**src/rtl/qmf_analysis_tdm.sv**
```systemverilog
// qmf_analysis_tdm: multi-channel two-band QMF analysis bank with decimation by 2.
// One serial MAC is shared by all channels. Each channel keeps its own delay
// line and decimation phase. Every second sample of a channel launches one MAC
// pass that produces a (low, high) output pair.
module qmf_analysis_tdm #(
  parameter int DATAW     = 16,
  parameter int COEFW     = 16,
  parameter int NTAPS     = 8,
  parameter int NCH       = 2,
  parameter int OUT_SHIFT = 15,
  parameter int CHW       = (NCH > 1) ? $clog2(NCH) : 1
) (
  input  logic                   clk,
  input  logic                   rstn,
  input  logic                   en,
  input  logic                   s_valid,
  output logic                   s_ready,
  input  logic [CHW-1:0]         s_chan,
  input  logic [DATAW-1:0]       s_data,
  input  logic [NTAPS*COEFW-1:0] h0_coef_flat,
  output logic                   m_valid,
  output logic [CHW-1:0]         m_chan,
  output logic [DATAW-1:0]       m_low,
  output logic [DATAW-1:0]       m_high,
  output logic                   m_sat
);

  localparam int ACCW  = DATAW + COEFW + $clog2(NTAPS) + 1;
  localparam int PRODW = DATAW + COEFW;
  localparam int KW    = $clog2(NTAPS);
  localparam logic [KW-1:0]         K_LAST  = KW'(NTAPS - 1);
  localparam logic [CHW:0]          NCH_LIM = (CHW + 1)'(NCH);
  localparam logic signed [ACCW:0]  SAT_HI  = (ACCW + 1)'((64'sd1 <<< (DATAW - 1)) - 64'sd1);
  localparam logic signed [ACCW:0]  SAT_LO  = ~SAT_HI;

  typedef enum logic [1:0] {
    ST_IDLE = 2'd0,
    ST_MAC  = 2'd1,
    ST_OUT  = 2'd2
  } state_t;

  // Floor-shift the wide result, then clamp it to the sample range; MSB flags clamping.
  function automatic logic [DATAW:0] sat_fn(input logic signed [ACCW:0] v);
    logic signed [ACCW:0] sh_s;
    logic [DATAW:0]       res_s;
    sh_s = v >>> OUT_SHIFT;
    if (sh_s > SAT_HI) begin
      res_s = {1'b1, SAT_HI[DATAW-1:0]};
    end else if (sh_s < SAT_LO) begin
      res_s = {1'b1, SAT_LO[DATAW-1:0]};
    end else begin
      res_s = {1'b0, sh_s[DATAW-1:0]};
    end
    return res_s;
  endfunction

  state_t                   state_r, state_nxt_s;
  logic                     ready_r;
  logic [NTAPS*DATAW-1:0]   dl_r [NCH];
  logic [NCH-1:0]           phase_r;
  logic [CHW-1:0]           ch_r;
  logic [KW-1:0]            k_r;
  logic signed [ACCW-1:0]   acc_e_r, acc_o_r;
  logic                     m_valid_r, m_sat_r;
  logic [CHW-1:0]           m_chan_r;
  logic [DATAW-1:0]         m_low_r, m_high_r;

  logic                     xfer_s, chan_ok_s, start_s;
  logic signed [DATAW-1:0]  tap_x_s;
  logic signed [COEFW-1:0]  tap_c_s;
  logic signed [PRODW-1:0]  prod_s;
  logic signed [ACCW-1:0]   prod_ext_s;
  logic signed [ACCW:0]     low_s, high_s;
  logic [DATAW:0]           low_sat_s, high_sat_s;

  // Handshake decode: a transfer on a real channel whose phase is 1 launches a MAC pass.
  always_comb begin
    s_ready   = en & ready_r;
    xfer_s    = s_valid & s_ready;
    chan_ok_s = ({1'b0, s_chan} < NCH_LIM);
    if (xfer_s && chan_ok_s) begin
      start_s = phase_r[s_chan];
    end else begin
      start_s = 1'b0;
    end
  end

  // Tap selection, full-precision product and the even/odd butterfly with saturation.
  always_comb begin
    tap_x_s    = dl_r[ch_r][k_r*DATAW +: DATAW];
    tap_c_s    = h0_coef_flat[k_r*COEFW +: COEFW];
    prod_s     = PRODW'(tap_x_s) * PRODW'(tap_c_s);
    prod_ext_s = {{(ACCW - PRODW){prod_s[PRODW-1]}}, prod_s};
    low_s      = {acc_e_r[ACCW-1], acc_e_r} + {acc_o_r[ACCW-1], acc_o_r};
    high_s     = {acc_e_r[ACCW-1], acc_e_r} - {acc_o_r[ACCW-1], acc_o_r};
    low_sat_s  = sat_fn(low_s);
    high_sat_s = sat_fn(high_s);
  end

  // FSM state register; ready_r mirrors "next state is IDLE" but stays 0 while in reset.
  always_ff @(posedge clk or negedge rstn) begin
    if (!rstn) begin
      state_r <= ST_IDLE;
      ready_r <= 1'b0;
    end else begin
      state_r <= state_nxt_s;
      ready_r <= (state_nxt_s == ST_IDLE);
    end
  end

  // FSM next-state: IDLE -> MAC on a phase-1 transfer, MAC walks all taps, OUT lasts one cycle.
  always_comb begin
    state_nxt_s = state_r;
    case (state_r)
      ST_IDLE: begin
        if (start_s) state_nxt_s = ST_MAC;
        else         state_nxt_s = ST_IDLE;
      end
      ST_MAC: begin
        if (k_r == K_LAST) state_nxt_s = ST_OUT;
        else               state_nxt_s = ST_MAC;
      end
      ST_OUT:  state_nxt_s = ST_IDLE;
      default: state_nxt_s = ST_IDLE;
    endcase
  end

  // Per-channel delay line shift and phase toggle; out-of-range channels are dropped.
  always_ff @(posedge clk or negedge rstn) begin
    if (!rstn) begin
      for (int i = 0; i < NCH; i++) dl_r[i] <= '0;
      phase_r <= '0;
    end else if (xfer_s && chan_ok_s) begin
      dl_r[s_chan]    <= {dl_r[s_chan][(NTAPS-1)*DATAW-1:0], s_data};
      phase_r[s_chan] <= ~phase_r[s_chan];
    end
  end

  // Serial MAC: even taps accumulate into E, odd taps into O, one tap per cycle.
  always_ff @(posedge clk or negedge rstn) begin
    if (!rstn) begin
      ch_r    <= '0;
      k_r     <= '0;
      acc_e_r <= '0;
      acc_o_r <= '0;
    end else if (start_s) begin
      ch_r    <= s_chan;
      k_r     <= '0;
      acc_e_r <= '0;
      acc_o_r <= '0;
    end else if (state_r == ST_MAC) begin
      if (k_r[0]) acc_o_r <= acc_o_r + prod_ext_s;
      else        acc_e_r <= acc_e_r + prod_ext_s;
      k_r <= k_r + KW'(1);
    end
  end

  // Output register: capture the pair in OUT and pulse m_valid; values hold between pulses.
  always_ff @(posedge clk or negedge rstn) begin
    if (!rstn) begin
      m_valid_r <= 1'b0;
      m_sat_r   <= 1'b0;
      m_chan_r  <= '0;
      m_low_r   <= '0;
      m_high_r  <= '0;
    end else begin
      m_valid_r <= (state_r == ST_OUT);
      if (state_r == ST_OUT) begin
        m_chan_r <= ch_r;
        m_low_r  <= low_sat_s[DATAW-1:0];
        m_high_r <= high_sat_s[DATAW-1:0];
        m_sat_r  <= low_sat_s[DATAW] | high_sat_s[DATAW];
      end
    end
  end

  assign m_valid = m_valid_r;
  assign m_sat   = m_sat_r;
  assign m_chan  = m_chan_r;
  assign m_low   = m_low_r;
  assign m_high  = m_high_r;

endmodule

```
**config.mk**
```make
export PLATFORM = sky130hd
export DESIGN_NAME = qmf_analysis_tdm
export DESIGN_NICKNAME = d
export VERILOG_FILES = /design/src/rtl/qmf_analysis_tdm.sv
export SDC_FILE = /design/constraint.sdc
export NUM_CORES = 2
export LEC_CHECK = 0
export BUFFER_PORTS_ARGS = -buffer_cell sky130_fd_sc_hd__clkbuf_2
export CAP_MARGIN = 20
export CORE_MARGIN = 1
export CORE_UTILIZATION = 50
export CTS_CLUSTER_SIZE = 24
export DETAILED_ROUTE_END_ITERATION = 12
export PLACE_DENSITY_LB_ADDON = 0.15
export SLEW_MARGIN = 20
export SYNTH_ARGS = -nofsm -noshare
export SYNTH_HDL_FRONTEND = slang
export SYNTH_SLANG_ARGS = --single-unit
export TNS_END_PERCENT = 30
```
**constraint.sdc**
```tcl
create_clock -name clk -period 12.9 [get_ports clk]
set_input_delay 0.645 -clock clk [delete_from_list [all_inputs] [get_ports clk]]
set_output_delay 0.645 -clock clk [all_outputs]
set_load 0.02 [all_outputs]
```
* After elaboration in Yosys (flattened, before gate mapping)
Index checks and enable logic that the tools add are counted.
** Word-level totals
- Bits of input ports :: 149
- Register bits :: 372
- Word-level logic and storage cells :: 79
** Operators by class
- Mux-type cells :: 30
- Equal/unequal tests :: 4
- Bitwise logic cells :: 6
- Reduce and logical (&&, ||, !) cells :: 8
- $add $sub $neg :: 5
- Shift operators :: 2
- Multipliers :: 1
- Order comparisons :: 9
** Operators with widths (count)
- two-way mux 128 bit :: 4
- two-way mux 112 bit :: 3
- bitwise mux 256 bit :: 1
- variable part select 128 x 8 -> 16 bit :: 2
- two-way mux 36 bit :: 6
- demux 128 bit (select 1 bit) :: 1
- adder 36 x 32 -> 36 bit :: 2
- two-way mux 17 bit :: 4
- > comparator 22 x 16 -> 1 bit (second input constant) :: 2
- < comparator 22 x 16 -> 1 bit (second input constant) :: 2
- adder 36 x 36 -> 37 bit :: 1
- subtractor 36 x 36 -> 37 bit :: 1
- multiplier 16 x 16 -> 32 bit :: 1
- two-way mux 3 bit :: 2
- two-way mux 1 bit :: 5
- greater-or-equal comparator 2 bit (second input constant) :: 2
- logical NOT 2 bit :: 2
- NOT 1 -> 2 bit :: 2
- case mux 2 bit (2 select lines) :: 1
- AND reduction 2 bit :: 2
- nonzero test 2 bit :: 2
- adder 3 x 1 -> 3 bit (second input constant) :: 1
- == test 3 bit (second input constant) :: 1
- bitwise AND 1 bit :: 2
- other kinds (12) :: 13

* Logic depth before layout (Yosys ltp)
- Word-level depth :: 10
- Gate-level depth with buffers :: 41

* Worst setup path after synthesis
OpenSTA, ideal clock, no wires.
- Kind :: flip-flop to flip-flop
- Start point :: register ch_r
- End point :: register acc_o_r[35]
- Setup slack :: 2.577 ns
- Buffers on the path :: 4
- Required time :: 12.822 ns
- Period minus slack after synthesis :: 10.323 ns
- Cell stages (with the launch flop) :: 38
- Data arrival time :: 10.245 ns
- Cell sequence :: dfrtp_1 > buf_2 > buf_1 > buf_2 > mux4_2 > mux4_2 > clkbuf_1 > nand2_1 > fa_1 > fa_1 > fa_1 > fa_1 > inv_1 > fa_1 > inv_1 > fa_1 > inv_1 > ha_1 > [2 not listed] > o31ai_1 > a22oi_1 > o22ai_1 > o41a_1 > o41ai_2 > xnor2_1 > ha_1 > a21o_1 > a21o_1 > a21o_1 > a21o_1 > a21oi_1 > o21ai_0 > a41o_1 > o41ai_1 > xnor2_1 > or3_1 > a21oi_1
** Between the ends
- Word-level cells in the longest chain between the ends :: 10
** Ends and longest elaborated chain
- start, declared :: RTL line 61 : logic [CHW-1:0] ch_r;
- start signal, assigned :: RTL line 147 : ch_r <= s_chan;
- NOT 1 -> 2 bit (implied by the code) :: RTL line 90 : tap_x_s = dl_r[ch_r][k_r*DATAW +: DATAW];
- two-way mux 128 bit (implied by the code) (3 in a row) :: RTL line 90
- variable part select 128 x 8 -> 16 bit :: RTL line 90
- multiplier 16 x 16 -> 32 bit :: RTL line 92 : prod_s = PRODW'(tap_x_s) * PRODW'(tap_c_s);
- adder 36 x 32 -> 36 bit :: RTL line 152 : if (k_r[0]) acc_o_r <= acc_o_r + prod_ext_s;
- two-way mux 36 bit :: RTL line 152
- two-way mux 36 bit :: RTL line 151 : end else if (state_r == ST_MAC) begin
- two-way mux 36 bit :: RTL line 146 : end else if (start_s) begin
- end signal, assigned :: RTL line 152
- end, declared :: RTL line 63 : logic signed [ACCW-1:0] acc_e_r, acc_o_r;
Every way passes these cells. The select of a mux whose other input is x is not followed.
A chain may end at the register's enable or synchronous reset.

* Final worst setup path
- Start point :: register ch_r
- End point :: register acc_e_r[35]
** Between the ends
- Word-level cells in the longest chain between the ends :: 10
** Ends and longest elaborated chain
- NOT 1 -> 2 bit (implied by the code) :: RTL line 90
- two-way mux 128 bit (implied by the code) (3 in a row) :: RTL line 90
- variable part select 128 x 8 -> 16 bit :: RTL line 90
- multiplier 16 x 16 -> 32 bit :: RTL line 92
- adder 36 x 32 -> 36 bit :: RTL line 153 : else acc_e_r <= acc_e_r + prod_ext_s;
- two-way mux 36 bit :: RTL line 152
- two-way mux 36 bit :: RTL line 151
- two-way mux 36 bit :: RTL line 146
- end signal, assigned :: RTL line 153
- end, declared :: RTL line 63
Every way passes these cells. The select of a mux whose other input is x is not followed.

==> impl_metrics.tcl <==
set metrics [dict create \
    drtAntennaViolNets 0 \
    number_of_hold_buffers_added_after_cts 0 \
    port_buffers 184 \
    floorplan.die.width_um 259.7 \
    drt_iter0_markers 1808 \
    max_clock_freq_mhz 91.37 \
    grt_use_met2 0.4135 \
    setup_total_negative_slack_ns 0 \
    firstDrtPassIters 5 \
    crit_slowest_cell "sky130_fd_sc_hd__dfrtp_4" \
    post_synth_num_cell_types 88 \
    r2r_slack_ns 1.96 \
    setup_viol_count_final 0 \
    tritoncts_clock_tree "done" \
    post-cts-setup-buffers 0 \
    final.fill_count 6081 \
    synthSimpleGateAreaFrac 0.1879 \
    crit-reg2reg-capture "acc_e_r[35]" \
    num-nets-final 4442 \
    total_core_area_sq_mm 0.06575 \
    layout-drive-gt1-share 0.1184 \
    yosys.area_share.xor_xnor 0.03370 \
    worst-endpoint-arrival_ns 11.46 \
    finish.utilization 0.5517 \
    multi_input_area_sq_mm 0.02182 \
    numCtsBuffers 42 \
    post_synth_inst_count 3709 \
    route.final.wire_length_mm 85.41 \
    hold_path.class "input port to asynchronous set/reset pin" \
    dr_total_vias 25720 \
    timing.hold.ws_ns 0.06123 \
    synth_mux_area_frac 0.08334 \
    post_synth.cell_area_avg_sq_um 8.950 \
    mappedNetlistNets 4346 \
    final_number_of_max_transition_violations 0 \
    synthesized_area_fraction_occupied_by_adder_cells 0.2440 \
    grt_use_met3 0.02797 \
    yosysWarnings 0 \
    async_flop_share 1.000 \
    path_clk_slew_ns 0.06 \
    crit_path_frequent_cell "sky130_fd_sc_hd__fa_1" \
    worst_slew_margin_relative_to_its_limit 0.3215 \
    finalNonFillerCells 4700 \
    initial_core_utilization 0.5049 \
    min_period_ns 10.94 \
    post_synth_instance_area_sq_mm 0.03320 \
    average_wire_per_cell_in_the_routed_design_um 18.17 \
    cts.root.buffer_cell "sky130_fd_sc_hd__clkbuf_16" \
    synth-seq-cells 372 \
    global_routing_usage_on_met1 0.3732 \
    first_pass_grt_wire_length_mm 138.6 \
    most_used_flip_flop_cell_after_synthesis "sky130_fd_sc_hd__dfrtp_1" \
    worst-slew-pin-transition_ns 1.014 \
    io_pins 185 \
    synth_edf_count 0 \
    reg2regPathDepth 34 \
    place_inst 4625 \
    yosysSeqAreaShare 0.2804 \
    fin_worst_skew_ns 0.04517 \
    worstSkewPairLatency_ns 0.60 \
    antenna_violations_before_repair 1 \
    timing_hold_violations_final 0 \
    post-route-period-util 0.8484 \
    criticalPathCategory "flip-flop to flip-flop" \
    cts_sinks 372 \
    synth_top_family_by_area "adder cells" \
    grt_max_degree 150 \
    via_count_of_the_first_global_routing_pass 25260 \
    timing.critical_path.required_ns 13.41 \
    cts_htree_levels 2 \
    cp_slowest_stage_delay_ns 1.00 \
    cp-end-kind "flip-flop" \
    route.detailed.vias_per_inst 5.473 \
    total_die_area_sq_mm 0.06743 \
    antenna-diode-count 0 \
    critical_path_peak_fanout 44 \
    cts_resized 0 \
    die-height_um 259.7 \
    placer_s_final_routability_congestion_estimate 0.8762 \
    final_global_route_overflow_total 0 \
    grt-busiest-layer "met2" \
    max-clock-path-buffers 3 \
    r2r-start "ch_r" \
    drc 0 \
    total_track_usage 0.2574 \
    syn2layout_area_growth_pct 9.272 \
    status "complete, no violations" \
    detailed_place_hpwl_mm 63.69 \
    register_area_sq_mm 0.009319 \
    critPathLaunchType "flip-flop" \
    maxcap_viol_count 0 \
    synth_compound_area_frac 0.1071 \
    rsz0062_at_grt "no" \
    placementRows 94 \
]
==> registers in the layout, summed over array words and instances, names as in the netlist <==
signal / count
ready_r: 1
dl_r: 256
acc_o_r: 36
m_chan: 1
m_valid: 1
m_low: 16
k_r: 3
m_high: 16
acc_e_r: 36
phase_r: 2
ch_r: 1
m_sat: 1
state_r: 2
==> layout make-up <==
| class | count | share of cell area |
|---|---|---|
| clock buffer | 63 | 0.03336 |
| clock inverter | 12 | 0.004795 |
| inverter | 389 | 0.04025 |
| multi-input combinational | 2784 | 0.6016 |
| sequential | 372 | 0.2569 |
| tap | 864 | 0.02980 |
| timing repair buffer | 216 | 0.03332 |
==> how the worst max path moves through the flow <==
stage               from          end  slack [ns]
floorplan           ch_r  acc_o_r[35]        2.58
global placement    ch_r  acc_o_r[35]        2.16
detailed placement  ch_r  acc_o_r[35]        2.05
CTS                 ch_r  acc_e_r[35]        1.98
global route        ch_r  acc_e_r[35]        1.30
finish              ch_r  acc_e_r[35]        1.96
==> worst max-delay path: cells and delay by family, from the launching register on <==
family	cells	cell delay (ns)
xor gates and xnor gates	2	0.27
buffers and inverters	5	0.51
muxes	2	1.23
AOI/OAI and AO/OA	10	2.70
and+or+nand+nor	7	1.36
DFF	1	1.00
adders and majority gates	8	3.71
==> layer usage <==
metal | vias up | part of all wire | wire length, um
met5 | - | 0 | 0
met4 | 0 | 0.022 | 1859
met1 | 12760 | 0.46 | 39460
met3 | 117 | 0.043 | 3664
met2 | 516 | 0.47 | 40430
li1 | 12330 | - | -
==> through the flow <==
step           setup slack, ns  area (sq um)
5_1_grt                  1.303         36270
2_1_floorplan            2.577         33200
4_1_cts                  1.976         36270
6_report                 1.955         36270
3_5_place_dp             2.054         34880
3_3_place_gp             2.156         34880
==> cells in the final DEF (no fill, tap or decap), drive strengths merged, types with 14 or more instances in the layout <==
master and instances:
a21oi 195, nor3 31, or3 15, nand2 1043, nor2b 76, nand3 29, buf 33, inv 389
xnor2 98, mux2i 21, clkbuf 246, o21a 37, o21bai 27, a31oi 14, xor2 28, a211oi 31
mux2 17, dfrtp 372, and2 24, o21ai 80, ha 224, fa 264, o211ai 15, mux4 105
a21o 59, o31ai 16, nand2b 39, or2 18, nor2 171
==> synth_stat cells (all sizes together), types with 16 or more instances <==
library cell     n  area share
mux2            17      0.0058
o31ai           16      0.0036
a211oi          31      0.0075
buf             27      0.0041
dfrtp          372        0.28
clkbuf         137       0.015
nand3           29      0.0045
a21oi          195       0.030
nor3            31      0.0047
mux4           105       0.071
o21a            37      0.0084
a21o            59       0.013
ha             224       0.084
nand2         1043        0.12
nor2b           76       0.014
o21ai           80       0.012
xnor2           98       0.026
mux2i           21      0.0063
fa             264        0.16
nand2b          39      0.0073
xor2            28      0.0074
o21bai          27      0.0061
inv            389       0.044
nor2           171       0.019
and2            24      0.0045
or2             18      0.0034
==> logic make-up (layout without fill, tap and decap cells) <==
kind of cell / Yosys count / in the layout
compound gates: 540 / 540
fa+ha+maj: 489 / 489
flops: 372 / 372
mux: 143 / 143
simple gates: 1486 / 1486
buf+inv: 553 / 680
xor+xnor: 126 / 126
Power is not shown: default switching activity piles up to over one toggle a cycle in this logic, so the estimate is an artifact.
